<file path="src/rtl/switch_conditioner.sv">
// -----------------------------------------------------------------------------
// switch_conditioner
//
// Input stage for the counter driver. Turns raw, asynchronous, bouncing
// slide-switch / pushbutton pads into clean levels and single-cycle event
// pulses in the clk domain. sw_level feeds the driver's switches input; the
// rise, fall and long-press pulses go to the driver's control logic.
//
// Each channel has:
//   - a 2-flop synchronizer (sync_p0 -> sync_p1),
//   - a 4-state debounce FSM (LOW, CHK_HI, HIGH, CHK_LO) with one hold
//     counter. The counter debounces in the CHK_* states and times the long
//     press in HIGH.
//
// Ports:
//   clk        in   1       system clock
//   rst        in   1       asynchronous, active-high reset; clears every flop
//   sw_raw     in   NUM_SW  raw pad inputs, asynchronous to clk
//   sw_level   out  NUM_SW  debounced level
//   sw_rise    out  NUM_SW  1-cycle pulse when sw_level goes 0->1
//   sw_fall    out  NUM_SW  1-cycle pulse when sw_level goes 1->0
//   sw_long    out  NUM_SW  1-cycle pulse once sw_level has been high
//                           LONG_PRESS_CYCLES cycles
//   glitch_cnt out  8       saturating count of cycles with an aborted check
//                           (only when SWITCH_COND_GLITCH_CNT_EN is defined)
//
// Optional feature macro: SWITCH_COND_GLITCH_CNT_EN
// -----------------------------------------------------------------------------
module switch_conditioner #(
    parameter int          NUM_SW            = 2,
    parameter logic [15:0] DEBOUNCE_CYCLES   = 16'd50000,
    parameter logic [23:0] LONG_PRESS_CYCLES = 24'd5000000,
    parameter int          CNT_W             = 24
) (
    input  logic              clk,
    input  logic              rst,
    input  logic [NUM_SW-1:0] sw_raw,
    output logic [NUM_SW-1:0] sw_level,
    output logic [NUM_SW-1:0] sw_rise,
    output logic [NUM_SW-1:0] sw_fall,
    output logic [NUM_SW-1:0] sw_long
`ifdef SWITCH_COND_GLITCH_CNT_EN
    ,
    output logic [7:0]        glitch_cnt
`endif
);

    typedef enum logic [1:0] {
        LOW    = 2'd0,
        CHK_HI = 2'd1,
        HIGH   = 2'd2,
        CHK_LO = 2'd3
    } state_t;

    // Last count value of a debounce window, the long-press trigger point and
    // the saturation value of the hold timer.
    localparam logic [CNT_W-1:0] DEB_LAST  = CNT_W'(DEBOUNCE_CYCLES) - CNT_W'(1);
    localparam logic [CNT_W-1:0] LONG_LAST = CNT_W'(LONG_PRESS_CYCLES) - CNT_W'(1);
    localparam logic [CNT_W-1:0] LONG_SAT  = CNT_W'(LONG_PRESS_CYCLES);

    logic [NUM_SW-1:0] sync_p0;
    logic [NUM_SW-1:0] sync_p1;

    state_t            state_p2 [NUM_SW];
    logic [CNT_W-1:0]  cnt_p2   [NUM_SW];

    state_t            state_d  [NUM_SW];
    logic [CNT_W-1:0]  cnt_d    [NUM_SW];
    logic [NUM_SW-1:0] rise_d;
    logic [NUM_SW-1:0] fall_d;
    logic [NUM_SW-1:0] long_d;

    // Stage p0/p1: two-flop synchronizer; sync_p1 is the clean sample s.
    always_ff @(posedge clk or posedge rst) begin
        if (rst) begin
            sync_p0 <= '0;
            sync_p1 <= '0;
        end else begin
            sync_p0 <= sw_raw;
            sync_p1 <= sync_p0;
        end
    end

    // Stage p2: per-channel debounce FSM, hold counter and registered pulses.
    always_ff @(posedge clk or posedge rst) begin
        if (rst) begin
            for (int i = 0; i < NUM_SW; i++) begin
                state_p2[i] <= LOW;
                cnt_p2[i]   <= '0;
            end
            sw_rise <= '0;
            sw_fall <= '0;
            sw_long <= '0;
        end else begin
            for (int i = 0; i < NUM_SW; i++) begin
                state_p2[i] <= state_d[i];
                cnt_p2[i]   <= cnt_d[i];
            end
            sw_rise <= rise_d;
            sw_fall <= fall_d;
            sw_long <= long_d;
        end
    end

    always_comb begin
        rise_d = '0;
        fall_d = '0;
        long_d = '0;
        for (int i = 0; i < NUM_SW; i++) begin
            state_d[i] = state_p2[i];
            cnt_d[i]   = cnt_p2[i];
            case (state_p2[i])
                LOW: begin
                    if (sync_p1[i]) begin
                        state_d[i] = CHK_HI;
                        cnt_d[i]   = CNT_W'(1);
                    end
                end
                CHK_HI: begin
                    if (!sync_p1[i]) begin
                        state_d[i] = LOW;
                        cnt_d[i]   = '0;
                    end else if (cnt_p2[i] == DEB_LAST) begin
                        state_d[i] = HIGH;
                        cnt_d[i]   = '0;
                        rise_d[i]  = 1'b1;
                    end else begin
                        cnt_d[i] = cnt_p2[i] + CNT_W'(1);
                    end
                end
                HIGH: begin
                    // Threshold uses the registered count, so the pulse still
                    // fires when s drops on the very same cycle.
                    if (cnt_p2[i] == LONG_LAST) begin
                        long_d[i] = 1'b1;
                    end
                    if (!sync_p1[i]) begin
                        state_d[i] = CHK_LO;
                        cnt_d[i]   = CNT_W'(1);
                    end else if (cnt_p2[i] != LONG_SAT) begin
                        // Saturating at LONG_SAT keeps the pulse from repeating.
                        cnt_d[i] = cnt_p2[i] + CNT_W'(1);
                    end
                end
                CHK_LO: begin
                    if (sync_p1[i]) begin
                        // Bounce while releasing: back to HIGH, long-press
                        // timer starts over.
                        state_d[i] = HIGH;
                        cnt_d[i]   = '0;
                    end else if (cnt_p2[i] == DEB_LAST) begin
                        state_d[i] = LOW;
                        cnt_d[i]   = '0;
                        fall_d[i]  = 1'b1;
                    end else begin
                        cnt_d[i] = cnt_p2[i] + CNT_W'(1);
                    end
                end
                default: begin
                    state_d[i] = LOW;
                    cnt_d[i]   = '0;
                end
            endcase
        end
    end

    // Level is high in HIGH and throughout the release check.
    always_comb begin
        sw_level = '0;
        for (int i = 0; i < NUM_SW; i++) begin
            sw_level[i] = (state_p2[i] == HIGH) || (state_p2[i] == CHK_LO);
        end
    end

`ifdef SWITCH_COND_GLITCH_CNT_EN
    logic abort_any;

    // One increment per cycle, however many channels abort together.
    always_comb begin
        abort_any = 1'b0;
        for (int i = 0; i < NUM_SW; i++) begin
            if (((state_p2[i] == CHK_HI) && (state_d[i] == LOW)) ||
                ((state_p2[i] == CHK_LO) && (state_d[i] == HIGH))) begin
                abort_any = 1'b1;
            end
        end
    end

    always_ff @(posedge clk or posedge rst) begin
        if (rst) begin
            glitch_cnt <= 8'd0;
        end else if (abort_any && (glitch_cnt != 8'hFF)) begin
            glitch_cnt <= glitch_cnt + 8'd1;
        end
    end
`endif

endmodule
</file>
<file path="config.mk">
export PLATFORM = sky130hd
export DESIGN_NAME = switch_conditioner
export DESIGN_NICKNAME = d
export VERILOG_FILES = /design/src/rtl/switch_conditioner.sv
export SDC_FILE = /design/constraint.sdc
export NUM_CORES = 1
export LEC_CHECK = 0
export ABC_AREA = 0
export ABC_CLOCK_PERIOD_IN_PS = 5000
export CAP_MARGIN = 20
export CORE_UTILIZATION = 61
export DETAILED_ROUTE_END_ITERATION = 10
export HOLD_SLACK_MARGIN = 0.02
export PLACE_DENSITY = 0.8
export SYNTH_ARGS = -nofsm -noshare
export SYNTH_HDL_FRONTEND = slang
export SYNTH_SLANG_ARGS = --single-unit
</file>
<file path="constraint.sdc">
create_clock -name clk -period 5 [get_ports clk]
set_input_delay 1.25 -clock clk [delete_from_list [all_inputs] [get_ports clk]]
set_output_delay 1.25 -clock clk [all_outputs]
set_load 0.05 [all_outputs]
</file>
# ---- After elaboration in Yosys (flattened, before gate mapping)
# Index checks and enable logic that the tools add are counted.
dict set report op_classes {
  add_sub_neg 2
  eq_ne 22
  mux 42
  reduce_logical 8
}
# operator count
set ops {}
lappend ops {{$mux 24} 12}
lappend ops {{$pmux 24 s4} 2}
lappend ops {{$add 24x1->24 const B} 2}
lappend ops {{$eq 24x16->1 const B} 2}
lappend ops {{$eq 24x23->1 const B} 2}
lappend ops {{$ne 24x23->1 const B} 2}
lappend ops {{$mux 2} 12}
lappend ops {{$ne 3x3->1 const B} 6}
lappend ops {{$pmux 2 s4} 2}
lappend ops {{$mux 1} 14}
lappend ops {{$eq 2x2->1 const B} 4}
lappend ops {{$ne 2x2->1 const B} 4}
lappend ops {{$reduce_and 4->1} 2}
lappend ops {{$eq 2x1->1 const B} 2}
lappend ops {{$logic_not 2->1} 2}
lappend ops {{$reduce_and 2->1} 2}
lappend ops {{$logic_or 1x1->1} 2}
dict set report totals {
  register_bits 62
  input_bits 4
  output_inout_bits 8
  wordCells 83
}

# ---- Depth between registers and ports, before layout
# Gate-level depths: netlist of the first run.
dict set report logic_depth {
  ltp_word 4
  depth_mapped 8
}

# ---- Worst setup path after synthesis of the first run
# OpenSTA, ideal clock, no wires.
dict set report synth_timing {
  path_kind {register -> output}
  start {register with a tool-made name}
  end {output sw_level[0]}
  arrival_ps 1071
  required_time_ps 3750
  slack_ps 2679
  path_stages_with_launch 3
  path_cell_list {dfrtp_1 clkbuf_1 clkbuf_1}
}
# element line_no
set synth_rtl {}
lappend synth_rtl {{end, declared} 38} ;# output logic [NUM_SW-1:0] sw_level,

==> results of run 1 <==
[layer usage]
layer	track usage (%)	vias up	wire (um)
met4	11.3	0	122
met1	29.6	1176	2820
met3	4.69	12	162
li1	-	1195	-
met5	0	-	0
met2	44.2	49	3170
[cell type report]
cell class / count / area share (%)
sequential: 62 / 43.4
timing repair buffer: 14 / 3.64
inverter: 11 / 1.15
clock buffer: 13 / 4.72
tap: 70 / 2.45
clock inverter: 3 / 0.490
multi-input combinational: 250 / 44.2
[sequential cells by signal, indices dropped and copies added, names as in the netlist, named ones only]
name and flops:
sw_long 2, cnt_p2 48, sync_p0 2, sync_p1 2, sw_fall 2, sw_rise 2, state_p2 2
[how the worst min path moves through the flow]
stage | start | to | slack, ns | cells after the start
after floorplan | sync_p0[0] | sync_p1[0] | 0.33 | 0
after global placement | sync_p0[1] | sync_p1[1] | 0.33 | 0
after detailed placement | sync_p0[1] | sync_p1[1] | 0.34 | 0
after CTS | sync_p0[1] | sync_p1[1] | 0.36 | 0
after global routing | sync_p0[1] | sync_p1[1] | 0.36 | 0
final | sync_p0[1] | sync_p1[1] | 0.36 | 0
[logic make-up (layout without fill, tap and decap cells)]
| family | Yosys count | after routing |
|---|---|---|
| simple gates | 182 | 182 |
| compound gates | 17 | 17 |
| xor+xnor | 45 | 45 |
| mux | 2 | 2 |
| flops | 62 | 62 |
| buf+inv | 26 | 41 |
| fa+ha+maj | 4 | 4 |
[placed cells by master (no fill, tap or decap), types with 3 or more instances in the layout]
cell	instances
sky130_fd_sc_hd__and2_1	3
sky130_fd_sc_hd__and3_1	5
sky130_fd_sc_hd__and4_1	3
sky130_fd_sc_hd__clkbuf_8	12
sky130_fd_sc_hd__clkdlybuf4s50_1	11
sky130_fd_sc_hd__dfrtp_1	62
sky130_fd_sc_hd__ha_1	4
sky130_fd_sc_hd__inv_1	10
sky130_fd_sc_hd__nand2_1	25
sky130_fd_sc_hd__nand3_1	23
sky130_fd_sc_hd__nand4_1	11
sky130_fd_sc_hd__nor2_1	56
sky130_fd_sc_hd__nor3_1	14
sky130_fd_sc_hd__nor3b_1	7
sky130_fd_sc_hd__nor4_1	8
sky130_fd_sc_hd__o21ai_0	3
sky130_fd_sc_hd__or3_1	3
sky130_fd_sc_hd__or4b_1	3
sky130_fd_sc_hd__xnor2_1	25
sky130_fd_sc_hd__xor2_1	20
[power by group through the flow]
| stage | clock network (uW) | logic [uW] | registers, uW |
|---|---|---|---|
| floorplan | 0 | 42.1 | 524 |
| global placement | 0 | 46.8 | 529 |
| detailed placement | 0 | 49.1 | 530 |
| CTS | 419 | 49.3 | 520 |
| global route | 436 | 55.7 | 522 |
| finish | 412 | 48.3 | 520 |
[stage by stage]
stage / area, um^2 / utilization (%) / power, uW / worst slack, ns
2_1_floorplan: 3260 / - / 566 / 2.21
3_3_place_gp: 3390 / 65.9 / 576 / 2.39
3_5_place_dp: 3390 / 65.9 / 579 / 2.37
4_1_cts: 3570 / 69.5 / 988 / 1.99
5_1_grt: 3580 / 69.6 / 1010 / 1.94
6_report: 3580 / 69.6 / 980 / 1.99
[synthesized netlist by cell type, types with 3 or more instances]
master	count
sky130_fd_sc_hd__buf_4	3
sky130_fd_sc_hd__o21ai_0	3
sky130_fd_sc_hd__xnor2_1	25
sky130_fd_sc_hd__nor3b_1	7
sky130_fd_sc_hd__or4b_1	3
sky130_fd_sc_hd__nor3_1	14
sky130_fd_sc_hd__inv_1	11
sky130_fd_sc_hd__and3_1	5
sky130_fd_sc_hd__and4_1	3
sky130_fd_sc_hd__nor4_1	8
sky130_fd_sc_hd__nor2_1	56
sky130_fd_sc_hd__buf_2	6
sky130_fd_sc_hd__and2_1	3
sky130_fd_sc_hd__xor2_1	20
sky130_fd_sc_hd__nand2_1	25
sky130_fd_sc_hd__dfrtp_1	62
sky130_fd_sc_hd__clkbuf_1	4
sky130_fd_sc_hd__or3_1	3
sky130_fd_sc_hd__nand3_1	23
sky130_fd_sc_hd__nand4_1	11
sky130_fd_sc_hd__ha_1	4
==> results, run 1 <==
- The number of buffers and inverters on the critical path is 1.
- For the final routed database, the setup TNS stands at 0 ns.
- The number of synthesized register bits is 62.
- Summed over all nets, the switching power comes to 235 uW.
- The share of the synthesized area in the top cell type is 47.5%.
- The adder-cell area share of the yosys netlist is 1.53%.
- The analysis attributes to cell leakage a power of 0.00146 uW.
- The initial utilization of the core area, before any placement, comes to 63.5%.
- The post-synthesis to final-layout area growth is 9.62%.
- Setup violations remaining at the end of the flow were counted as 0.
- The cell area after synthesis is 0.00326 mm^2.
- The global-route wire length before repair is 10600 um.
- The combinational fraction of design power is 4.9%.
- The total routing resource utilization after global routing is 25.0%.
- The floorplan step defined a die boundary enclosing 0.00565 mm^2.
- The DRC violation count after routing is 0.
- The end of the worst register-to-register path is cnt_p2[12].
- In the final layout, the multi-input gates occupy 0.00158 mm^2.
- The hold violation count in the final report came to 0.
- The clock insertion delay at the later pin of the skew report is 0.34 ns.
- The chip height is 75.2 um.
- The detailed router placed 2432 vias in this run.
- In this run the standard cell core region covers 0.00514 mm^2.
- In this run the worst hold path is classified as reg2reg.
- Setup repair after global routing left no endpoint under its margin.
- The kind of cell with the highest combined delay along the critical path is buffers and inverters.
- The worst setup path is captured at a primary output.
- The number of antenna-violating nets in the routed design is 0.
- The half-perimeter wire length after placement is 4260 um.
- The average wire per standard cell is 14.8 um.
- The number of nets handed over by synthesis was 346.
- The maximum resistive drop on vdd is 0.000163 V.
- The final cell count without fillers is 423.
- The path depth of the worst reg2reg path is 6.
- The number of buffer cells added on primary ports is 11.
- Traced cell by cell, the critical path runs through clkdlybuf4s50_1.
- Clock-pin slew was measured on the worst setup and hold paths at 0.07 ns.
- In this run, placement finished with an instance count of 406.
- The count of warnings emitted by yosys is 0.
- In this run, distinct cell masters in the synthesized netlist total 50.
- A synthesized cell averages 9.66 um^2.
- The most critical setup path has its endpoint at sw_level[1].
- The worst clock skew is 0.00875 ns.
- Summing all flip-flop and latch instances after layout gives 0.00155 mm^2.
- The data arrival time of the worst path is 1.76 ns.
- The clock period minus final worst setup slack is 3.01 ns.
- The internal portion of total power is 745 uW.
- The average vias per placed instance is 5.75.
- In this run the count of I/O pins placed on the die edge is 12.
- The final layout contains 356 nets.
- The critical path in this run is classified as reg2out.
- The post-synthesis cell count is 338.
- The clock sink count is 62.
- Setup slack on the worst reg-to-reg path comes out at 2.42 ns.
- The chip width is 75.2 um.
- The iteration count of the initial detailed-routing pass is 5.
- The number of diodes is 0.
- Counting along the longest clock path gives a buffer depth of 2.
- The H-tree was split into 3 levels.
- After the first detailed-routing iteration, the DRC count stood at 144.
- The CTS tree is done.
- Headroom to the max-slew limit came out at 44.3%.
- The post-cts repair resize count is 0.
- The fraction of the cycle the final worst path needs is 60.3%.
- Entering global routing, the biggest net connects 33 pins.
- The master cell of the clock root buffer is sky130_fd_sc_hd__clkbuf_8.
- For the worst setup path, the data required time is 3.75 ns.
- Sequential elements use 47.5% of the synthesized area.
- The routability-driven placement congestion ratio is 0.889.
- In this design, the stage delay of the slowest critical-path cell is 0.87 ns.
- The biggest area contributor in the post-synthesis netlist is sky130_fd_sc_hd__dfrtp_1.
- The final layout contains routed wiring with a total length of 6270 um.
- The number of hold buffers added after cts is 0.
- The worst-path cell with the longest stage delay is sky130_fd_sc_hd__clkdlybuf4s50_1.
- Per report_power, the sequential group accounts for 53.1% of the total.
- The switching portion of total power is 24.0%.
- Across the run, the number of max-cap violations was 0.
- The compound-cell area share of the yosys netlist is 3.83%.
- In the synthesized netlist the dominant register cell turns out to be sky130_fd_sc_hd__dfrtp_1.
- The number of flops mapped to enable cells by yosys is 0.
- The filler cell count is 427.
- The async set-or-reset flop fraction in the synthesized netlist is 100%.
- The via count of the first global-routing pass is 2424.
- The path length in cells of the critical path is 1.
- The share of layout cells above drive strength 1 is 9.07%.
- Of all nets on the critical path, the largest fanout is 11.
- In this run the power density over the cells is 274 mW/mm^2.
- The number of cell rows is 26.
- The number of pins exceeding their max-slew limit in the final report is 0.
- The parity-gate share of the synthesized area counting xor and xnor cells is 12.1%.
- At the pin with the least slew margin, the transition time is 0.829 ns.
- After synthesis, the largest family of logic cells by area is simple AND/OR/NAND/NOR gates.
- The startpoint identified for the worst register-to-register timing path is cnt_p2[18].
- The total CTS buffers is 9.
- After synthesis, the cell types taking the most area are sky130_fd_sc_hd__dfrtp_1 48%, sky130_fd_sc_hd__xnor2_1 6.7%, sky130_fd_sc_hd__nor2_1 6.4%.
- Per report_power, the clock group accounts for 42.0% of the total.
- The simple-gate share of the synthesized area is 30.3%.
- The multiplexer share of the synthesized area is 0.690%.
- The post-route worst hold slack is 0.356 ns.
- In this run the post-CTS setup repair buffer count came out at 0.
- The upper clock frequency limit is 332 MHz.
- The initial antenna violation count is 0.
- The run finished with clean final reports.
- The critical path launch point type is a flip-flop.
- The total grt overflow is 0.
(Power assumes the default switching activity.)
==> run 2, diff against run 1 <==
--- a/config.mk
+++ b/config.mk
@@ -6,7 +6,7 @@
 export NUM_CORES = 1
 export LEC_CHECK = 0
 export ABC_AREA = 0
-export ABC_CLOCK_PERIOD_IN_PS = 5000
+export ABC_CLOCK_PERIOD_IN_PS = 3100
 export CAP_MARGIN = 20
 export CORE_UTILIZATION = 61
 export DETAILED_ROUTE_END_ITERATION = 10
==> constraint.sdc (replaced) <==
create_clock -name clk -period 3.1 [get_ports clk]
set_input_delay 0.775 -clock clk [delete_from_list [all_inputs] [get_ports clk]]
set_output_delay 0.775 -clock clk [all_outputs]
set_load 0.05 [all_outputs]
==> run 2 against run 1 <==
Design area shrank 0.42%; non-clock buffer count grew 1; highest routed layer unchanged; combinational power grew 61%; sequential share of layout area grew 0.18 points; clock power grew 47%; worst setup slack lost 1.4 ns; register-to-register slack lost 1.7 ns; wire length shrank 0.40%; critical path type unchanged; largest power group unchanged.
==> results, run 2 (synthesized netlist as in run 1, its figures left out) <==
- The path length in cells of the critical path is 1 (unchanged).
- The share of layout cells above drive strength 1 is 8.83% (was 9.07%).
- The total leakage power came to 0.00145 uW (was 0.00146 uW).
- The hold violation count in the final report is 0 (unchanged).
- The clock-pin transition on the worst setup and hold timing paths was 0.06 ns (was 0.07 ns).
- The total length of routed met3 wires is 287 um (was 162 um).
- The number of buffer cells added on primary ports is 11 (unchanged).
- The worst clock skew is 0.00526 ns (was 0.00875 ns).
- The filler cell count is 382 (was 427).
- The final net count is 357 (was 356).
- The clock sink count is 62 (unchanged).
- The worst setup path endpoint is sw_level[0] (was sw_level[1]).
- The end of the worst register-to-register path is cnt_p2[40] (was cnt_p2[12]).
- The DRC violation count after routing came to 0 (unchanged).
- The half-perimeter wire length after placement was 4290 um (was 4260 um).
- The critical-path maximum fanout is 12 (was 11).
- The clock period minus final worst setup slack is 2.52 ns.
- The pin count of the biggest net entering global routing was 31 (was 33).
- The aggregate negative setup slack came to 0 ns (unchanged).
- The top metal layer carrying routed signals is met4 (unchanged).
- The commonest non-fill, non-tap cell in the layout is sky130_fd_sc_hd__dfrtp_1 (unchanged).
- The instance count along the most critical hold path came to 0 (unchanged).
- The initial core utilization is 63.5% (unchanged).
- The worst setup slack for register-to-register paths is 0.71 ns (was 2.42 ns).
- The master cell of the clock root buffer is sky130_fd_sc_hd__clkbuf_8 (unchanged).
- The number of hold buffers added after cts is 0 (unchanged).
- The total length of routed wires is 6250 um (was 6270 um).
- The maximum resistive drop on vdd was 0.000342 V (was 0.000163 V).
- The global-route wire length before repair is 10400 um (was 10600 um).
- The core region area is 0.00514 mm^2 (unchanged).
- The worst-path cell with the longest stage delay is sky130_fd_sc_hd__clkdlybuf4s50_1 (unchanged).
- The delay of the slowest critical-path stage is 0.87 ns (about the same).
- The chip width was 75.2 um (unchanged).
- The tightest slew margin relative to the limit is 45.3% (was 44.3%).
- The kind of end point of the critical path was a primary output (unchanged).
- The slew at the pin closest to its max-slew limit is 0.814 ns (was 0.829 ns).
- The post-synthesis to final-layout area growth is 9.16% (was 9.62%).
- The critical path launch point type is a flip-flop (unchanged).
- The routability-driven placement congestion ratio is 0.872 (was 0.889).
- The number of cell rows came to 26 (unchanged).
- The top cell family by delay on the critical path is buffers and inverters (unchanged).
- The number of diodes was 0 (unchanged).
- The data required time at the worst endpoint came to 2.32 ns (was 3.75 ns).
- The type of the tightest min-delay check is reg2reg (unchanged).
- The total grt overflow is 0 (unchanged).
- The clock insertion delay at the later pin of the skew report is 0.34 ns (about the same).
- The via count of the first global-routing pass came to 2324 (was 2424).
- Timing would allow up to 396 MHz.
- The clock tree buffer depth is 2 (unchanged).
- The average wire per standard cell is 14.8 um (about the same).
- Leading cell types in the layout, fill and taps excluded: 62 x sky130_fd_sc_hd__dfrtp_1, 56 x sky130_fd_sc_hd__nor2_1, 25 x sky130_fd_sc_hd__nand2_1, 25 x sky130_fd_sc_hd__xnor2_1, 23 x sky130_fd_sc_hd__nand3_1 (unchanged).
- The data arrival time of the worst path is 1.75 ns (was 1.76 ns).
- The CTS tree was done (unchanged).
- The die area came to 0.00565 mm^2 (unchanged).
- Sequence of cells on the critical path: clkdlybuf4s50_1 (unchanged).
- Run status: finished clean (unchanged).
- The area taken by flip-flops and latches is 0.00155 mm^2 (unchanged).
- The max-capacitance violation count is 0 (unchanged).
- The number of levels the H-tree was split into came to 3 (unchanged).
- The total CTS buffers came to 9 (unchanged).
- The number of pins exceeding their max-slew limit in the final report was 0 (unchanged).
- The class of the most critical setup path was reg2out (unchanged).
- The detailed-route via count was 2435 (was 2432).
- The wire length on met2 is 3090 um (was 3170 um).
- The number of buffer and inverter stages on the critical path was 1 (unchanged).
- RSZ-0062 raised after global routing: no (unchanged).
- The count of final setup violators is 0 (unchanged).
- The fraction of the cycle the final worst path needs is 81.4%.
- The number of primary I/O pins is 12 (unchanged).
- The path depth of the worst reg2reg path was 5 (was 6).
- The initial antenna violation count was 0 (unchanged).
- The sum of routed wire segments on met1 is 2790 um (was 2820 um).
- The post-cts repair resize count is 0 (unchanged).
- The power consumption is 1530 uW (was 980 uW).
- The number of antenna-violating nets in the routed design is 0 (unchanged).
- The cell area power density came to 428 mW/mm^2 (was 274 mW/mm^2).
- The iteration count of the initial detailed-routing pass was 4 (was 5).
- The multi-input gate area in the final layout is 0.00158 mm^2 (unchanged).
- The average vias per placed instance is 5.78 (was 5.75).
- The beginning of the worst register-to-register path is cnt_p2[42] (was cnt_p2[18]).
- The total routing resource utilization after global routing came to 24.9% (was 25.0%).
- The register with the most flip-flops is cnt_p2 (unchanged).
- The chip height was 75.2 um (unchanged).
- The number of flip-flops in the largest register is 48 (unchanged).
- The initial detailed-routing violation count is 176 (was 144).
- The post-CTS setup-driven buffer insertion count is 0 (unchanged).
[run 2: cell types whose count changed in the layout (fill, tap and decap cells not counted), sizes merged]
cell	previous run	this run
clkbuf	14	11
buf	2	4
clkinvlp	1	0
[run 2: power breakdown]
group          total, uW  internal [uW]  switching, uW
logic               77.9           27.5           50.3
registers            840            822           18.0
clock network        607            317            290
[run 2: per-layer routing]
| metal | track usage, % | vias to the layer above |
|---|---|---|
| met1 | 31.8 | 1184 |
| met2 | 40.1 | 52 |
| met3 | 7.10 | 10 |
| li1 | - | 1189 |
| met4 | 10.1 | 0 |
| met5 | 0 | - |
[run 2: worst min path at each step]
stage / startpoint / endpoint / slack (ns)
final: sync_p0[1] / sync_p1[1] / 0.35
after floorplan: sync_p0[0] / sync_p1[0] / 0.33
after CTS: sync_p0[0] / sync_p1[0] / 0.36
after detailed placement: sync_p0[0] / sync_p1[0] / 0.34
after global placement: sync_p0[0] / sync_p1[0] / 0.33
after global routing: sync_p0[1] / sync_p1[1] / 0.36
[run 2: cell type report]
class / instances / area share (%)
Multi-Input combinational cell: 250 / 44.4
Sequential cell: 62 / 43.5
Clock buffer: 11 / 4.25
Inverter: 11 / 1.16
Timing Repair Buffer: 15 / 3.93
Clock inverter: 2 / 0.281
Tap cell: 70 / 2.46
[run 2: per-stage QoR]
stage | cells | cell area (um^2) | hold WS [ns] | utilization (%) | setup WS [ns]
after floorplan | 338 | 3260 | 0.331 | - | 0.784
after global placement | 408 | 3400 | 0.335 | 66.2 | 0.768
after detailed placement | 408 | 3400 | 0.344 | 66.2 | 0.708
after CTS | 421 | 3560 | 0.359 | 69.3 | 0.559
after global routing | 421 | 3560 | 0.359 | 69.3 | 0.470
final | 421 | 3560 | 0.352 | 69.3 | 0.577
==> run 3, diff against run 2 <==
--- a/config.mk
+++ b/config.mk
@@ -6,12 +6,12 @@
 export NUM_CORES = 1
 export LEC_CHECK = 0
 export ABC_AREA = 0
-export ABC_CLOCK_PERIOD_IN_PS = 3100
+export ABC_CLOCK_PERIOD_IN_PS = 2200
 export CAP_MARGIN = 20
-export CORE_UTILIZATION = 61
+export CORE_UTILIZATION = 55
 export DETAILED_ROUTE_END_ITERATION = 10
 export HOLD_SLACK_MARGIN = 0.02
-export PLACE_DENSITY = 0.8
+export PLACE_DENSITY = 0.76
 export SYNTH_ARGS = -nofsm -noshare
 export SYNTH_HDL_FRONTEND = slang
 export SYNTH_SLANG_ARGS = --single-unit
==> constraint.sdc (replaced) <==
create_clock -name clk -period 2.2 [get_ports clk]
set_input_delay 0.55 -clock clk [delete_from_list [all_inputs] [get_ports clk]]
set_output_delay 0.55 -clock clk [all_outputs]
set_load 0.05 [all_outputs]
==> run 3 against run 2 <==
Non-clock buffer count increased by 11; sequential power grew 40%; clock skew is 0.00097 ns higher; critical path depth increased by 5; worst setup slack lost 0.47 ns; die area is 11% higher; clock power grew 64%; sequential share of layout area shrank 1.8 points.
==> results, run 3 (synthesized netlist as in run 1, its figures left out) <==
- The number of levels the H-tree was split into is 3 (unchanged).
- The beginning of the worst register-to-register path is cnt_p2[42] (unchanged).
- The worst min-delay path startpoint is sync_p0[1] (unchanged).
- The master cell of the clock root buffer is sky130_fd_sc_hd__clkbuf_8 (unchanged).
- The half-perimeter wire length after placement is 4500 um (was 4290 um).
- The instance area at placement is 0.00351 mm^2 (was 0.00340 mm^2).
- The chip width is 79.0 um (was 75.2 um).
- The class of the most critical setup path is reg2reg (was reg2out).
- The number of flip-flops in the largest register is 48 (unchanged).
- The filler cell count came to 455 (was 382).
- The max-capacitance violation count came to 0 (unchanged).
- The post-layout worst setup margin came to 0.107 ns (was 0.577 ns).
- The clock tree buffer depth is 2 (unchanged).
- The worst hold path endpoint is sync_p1[1] (unchanged).
- The average wire per standard cell is 14.6 um (was 14.8 um).
- The critical-path maximum fanout came to 11 (was 12).
- The total CTS buffers was 9 (unchanged).
- The share of layout cells above drive strength 1 is 13.2% (was 8.83%).
- The number of hold buffers added after cts is 0 (unchanged).
- The CTS tree is done (unchanged).
- The register with the most flip-flops is cnt_p2 (unchanged).
- The number of antenna-violating nets in the routed design was 0 (unchanged).
- The slew at the pin closest to its max-slew limit is 0.605 ns (was 0.814 ns).
- The average vias per placed instance is 5.68 (was 5.78).
- The tightest slew margin relative to the limit came to 59.3% (was 45.3%).
- Run status: finished clean (unchanged).
- For this run, the top clock speed supported by timing is 478 MHz.
- The number of pins exceeding their max-slew limit in the final report came to 0 (unchanged).
- The number of primary I/O pins is 12 (unchanged).
- The total routing resource utilization after global routing is 23.4% (was 24.9%).
- The final net count is 368 (was 357).
- The core region area came to 0.00561 mm^2 (was 0.00514 mm^2).
- The count of final setup violators came to 0 (unchanged).
- RSZ-0062 raised after global routing: no (unchanged).
- The via count of the first global-routing pass came to 2449 (was 2324).
- The hold violation count in the final report is 0 (unchanged).
- The initial antenna violation count came to 0 (unchanged).
- The type of the tightest min-delay check is reg2reg (unchanged).
- The kind of end point of the critical path is a flip-flop (was primary output).
- The fraction of the cycle the final worst path needs is 95.1%.
- For the finished layout, the period the worst path requires is 2.09 ns.
- The clock sink count is 62 (unchanged).
- The die area is 0.00625 mm^2 (was 0.00565 mm^2).
- The area taken by flip-flops and latches is 0.00155 mm^2 (unchanged).
- The number of buffer cells added on primary ports is 11 (unchanged).
- The aggregate negative setup slack is 0 ns (unchanged).
- The routability-driven placement congestion ratio is 0.804 (was 0.872).
- The total grt overflow is 0 (unchanged).
- The global-route wire length before repair is 11300 um (was 10400 um).
- The post-CTS setup-driven buffer insertion count is 0 (unchanged).
- The iteration count of the initial detailed-routing pass is 4 (unchanged).
- The chip height came to 79.0 um (was 75.2 um).
- The pin count of the biggest net entering global routing came to 47 (was 31).
- The end of the worst register-to-register path is cnt_p2[36] (was cnt_p2[40]).
- The path depth of the worst reg2reg path is 6 (was 5).
- The initial core utilization came to 58.2% (was 63.5%).
- The critical path launch point type is a flip-flop (unchanged).
- The detailed-route via count is 2484 (was 2435).
- The number of cell rows is 27 (was 26).
- The cell area power density is 619 mW/mm^2 (was 428 mW/mm^2).
- The total length of routed wires is 6400 um (was 6250 um).
- The instance count along the most critical hold path is 0 (unchanged).
- The number of diodes is 0 (unchanged).
- The data arrival time of the worst path is 2.32 ns (was 1.75 ns).
- The total leakage power is 0.00154 uW (was 0.00145 uW).
- The worst clock skew is 0.00623 ns (was 0.00526 ns).
- The post-synthesis to final-layout area growth is 13.9% (was 9.16%).
- The clock-pin transition on the worst setup and hold timing paths was 0.07 ns (was 0.06 ns).
- The worst setup slack for register-to-register paths came to 0.11 ns (was 0.71 ns).
- The commonest non-fill, non-tap cell in the layout is sky130_fd_sc_hd__dfrtp_1 (unchanged).
- The data required time at the worst endpoint was 2.42 ns (was 2.32 ns).
- The maximum resistive drop on vdd was 0.000459 V (was 0.000342 V).
- The initial detailed-routing violation count is 174 (was 176).
- Leading cell types in the layout, fill and taps excluded: 62 x sky130_fd_sc_hd__dfrtp_1, 56 x sky130_fd_sc_hd__nor2_1, 25 x sky130_fd_sc_hd__nand2_1, 25 x sky130_fd_sc_hd__xnor2_1, 23 x sky130_fd_sc_hd__nand3_1 (unchanged).
- The worst slack after detailed placement came to 0.163 ns (was 0.708 ns).
- The DRC violation count after routing is 0 (unchanged).
- The post-layout instance area came to 0.00372 mm^2 (was 0.00356 mm^2).
- The multi-input gate area in the final layout is 0.00159 mm^2 (was 0.00158 mm^2).
- The clock insertion delay at the later pin of the skew report was 0.34 ns (about the same).
==> run 3: worst max-delay path: stages, from the launching register on <==
cell	delay [ns]
sky130_fd_sc_hd__dfrtp_1	0.42
sky130_fd_sc_hd__or4b_1	0.50
sky130_fd_sc_hd__or3_1	0.35
sky130_fd_sc_hd__o211ai_1	0.26
sky130_fd_sc_hd__o21a_1	0.20
sky130_fd_sc_hd__buf_4	0.19
sky130_fd_sc_hd__nor2_1	0.07
==> run 3: area by class of cell <==
class | instances | share of cell area (%)
Multi-Input combinational cell | 250 | 42.7
Sequential cell | 62 | 41.7
Timing Repair Buffer | 26 | 6.53
Clock buffer | 14 | 5.18
Tap cell | 72 | 2.42
Inverter | 11 | 1.11
Clock inverter | 2 | 0.336
==> run 3: through the flow <==
stage,power (uW),std cells,hold WS [ns],utilization (%)
after floorplan,1290,338,0.331,-
after global placement,1330,421,0.335,62.5
after detailed placement,1330,421,0.338,62.5
after CTS,2320,437,0.352,66.2
after global routing,2390,437,0.353,66.3
final,2300,437,0.345,66.3
==> run 3: report_power, final <==
| group | internal [uW] | switching (uW) | leakage (uW) |
|---|---|---|---|
| Sequential | 1160 | 23.2 | 0.000846 |
| Combinational | 50.0 | 77.5 | 0.000588 |
| Clock | 561 | 433 | 0.000105 |
==> run 3: how the worst max path moves through the flow <==
stage | from | to | slack, ns | cells after the start
3_5_place_dp | cnt_p2[42] | cnt_p2[36] | 0.16 | 6
3_3_place_gp | cnt_p2[43] | cnt_p2[39] | 0.23 | 6
6_report | cnt_p2[42] | cnt_p2[36] | 0.11 | 6
2_1_floorplan | rst | async pin | 0.11 | 1
4_1_cts | cnt_p2[42] | cnt_p2[36] | 0.11 | 6
5_1_grt | cnt_p2[36] | cnt_p2[36] | 0.006 | 6
==> run 3: metal layers <==
metal,GRT usage [%],wire length (um)
met5,0,0
met4,6.73,98
met3,5.75,196
met2,39.1,3140
met1,30.2,2970
==> run 3: repair_timing <==
| item | 4_1_cts | 5_1_grt |
|---|---|---|
| hold endpoints to repair | 0 | 0 |
| gates resized for setup | 0 | 1 |
| setup endpoints to repair | 0 | 23 |
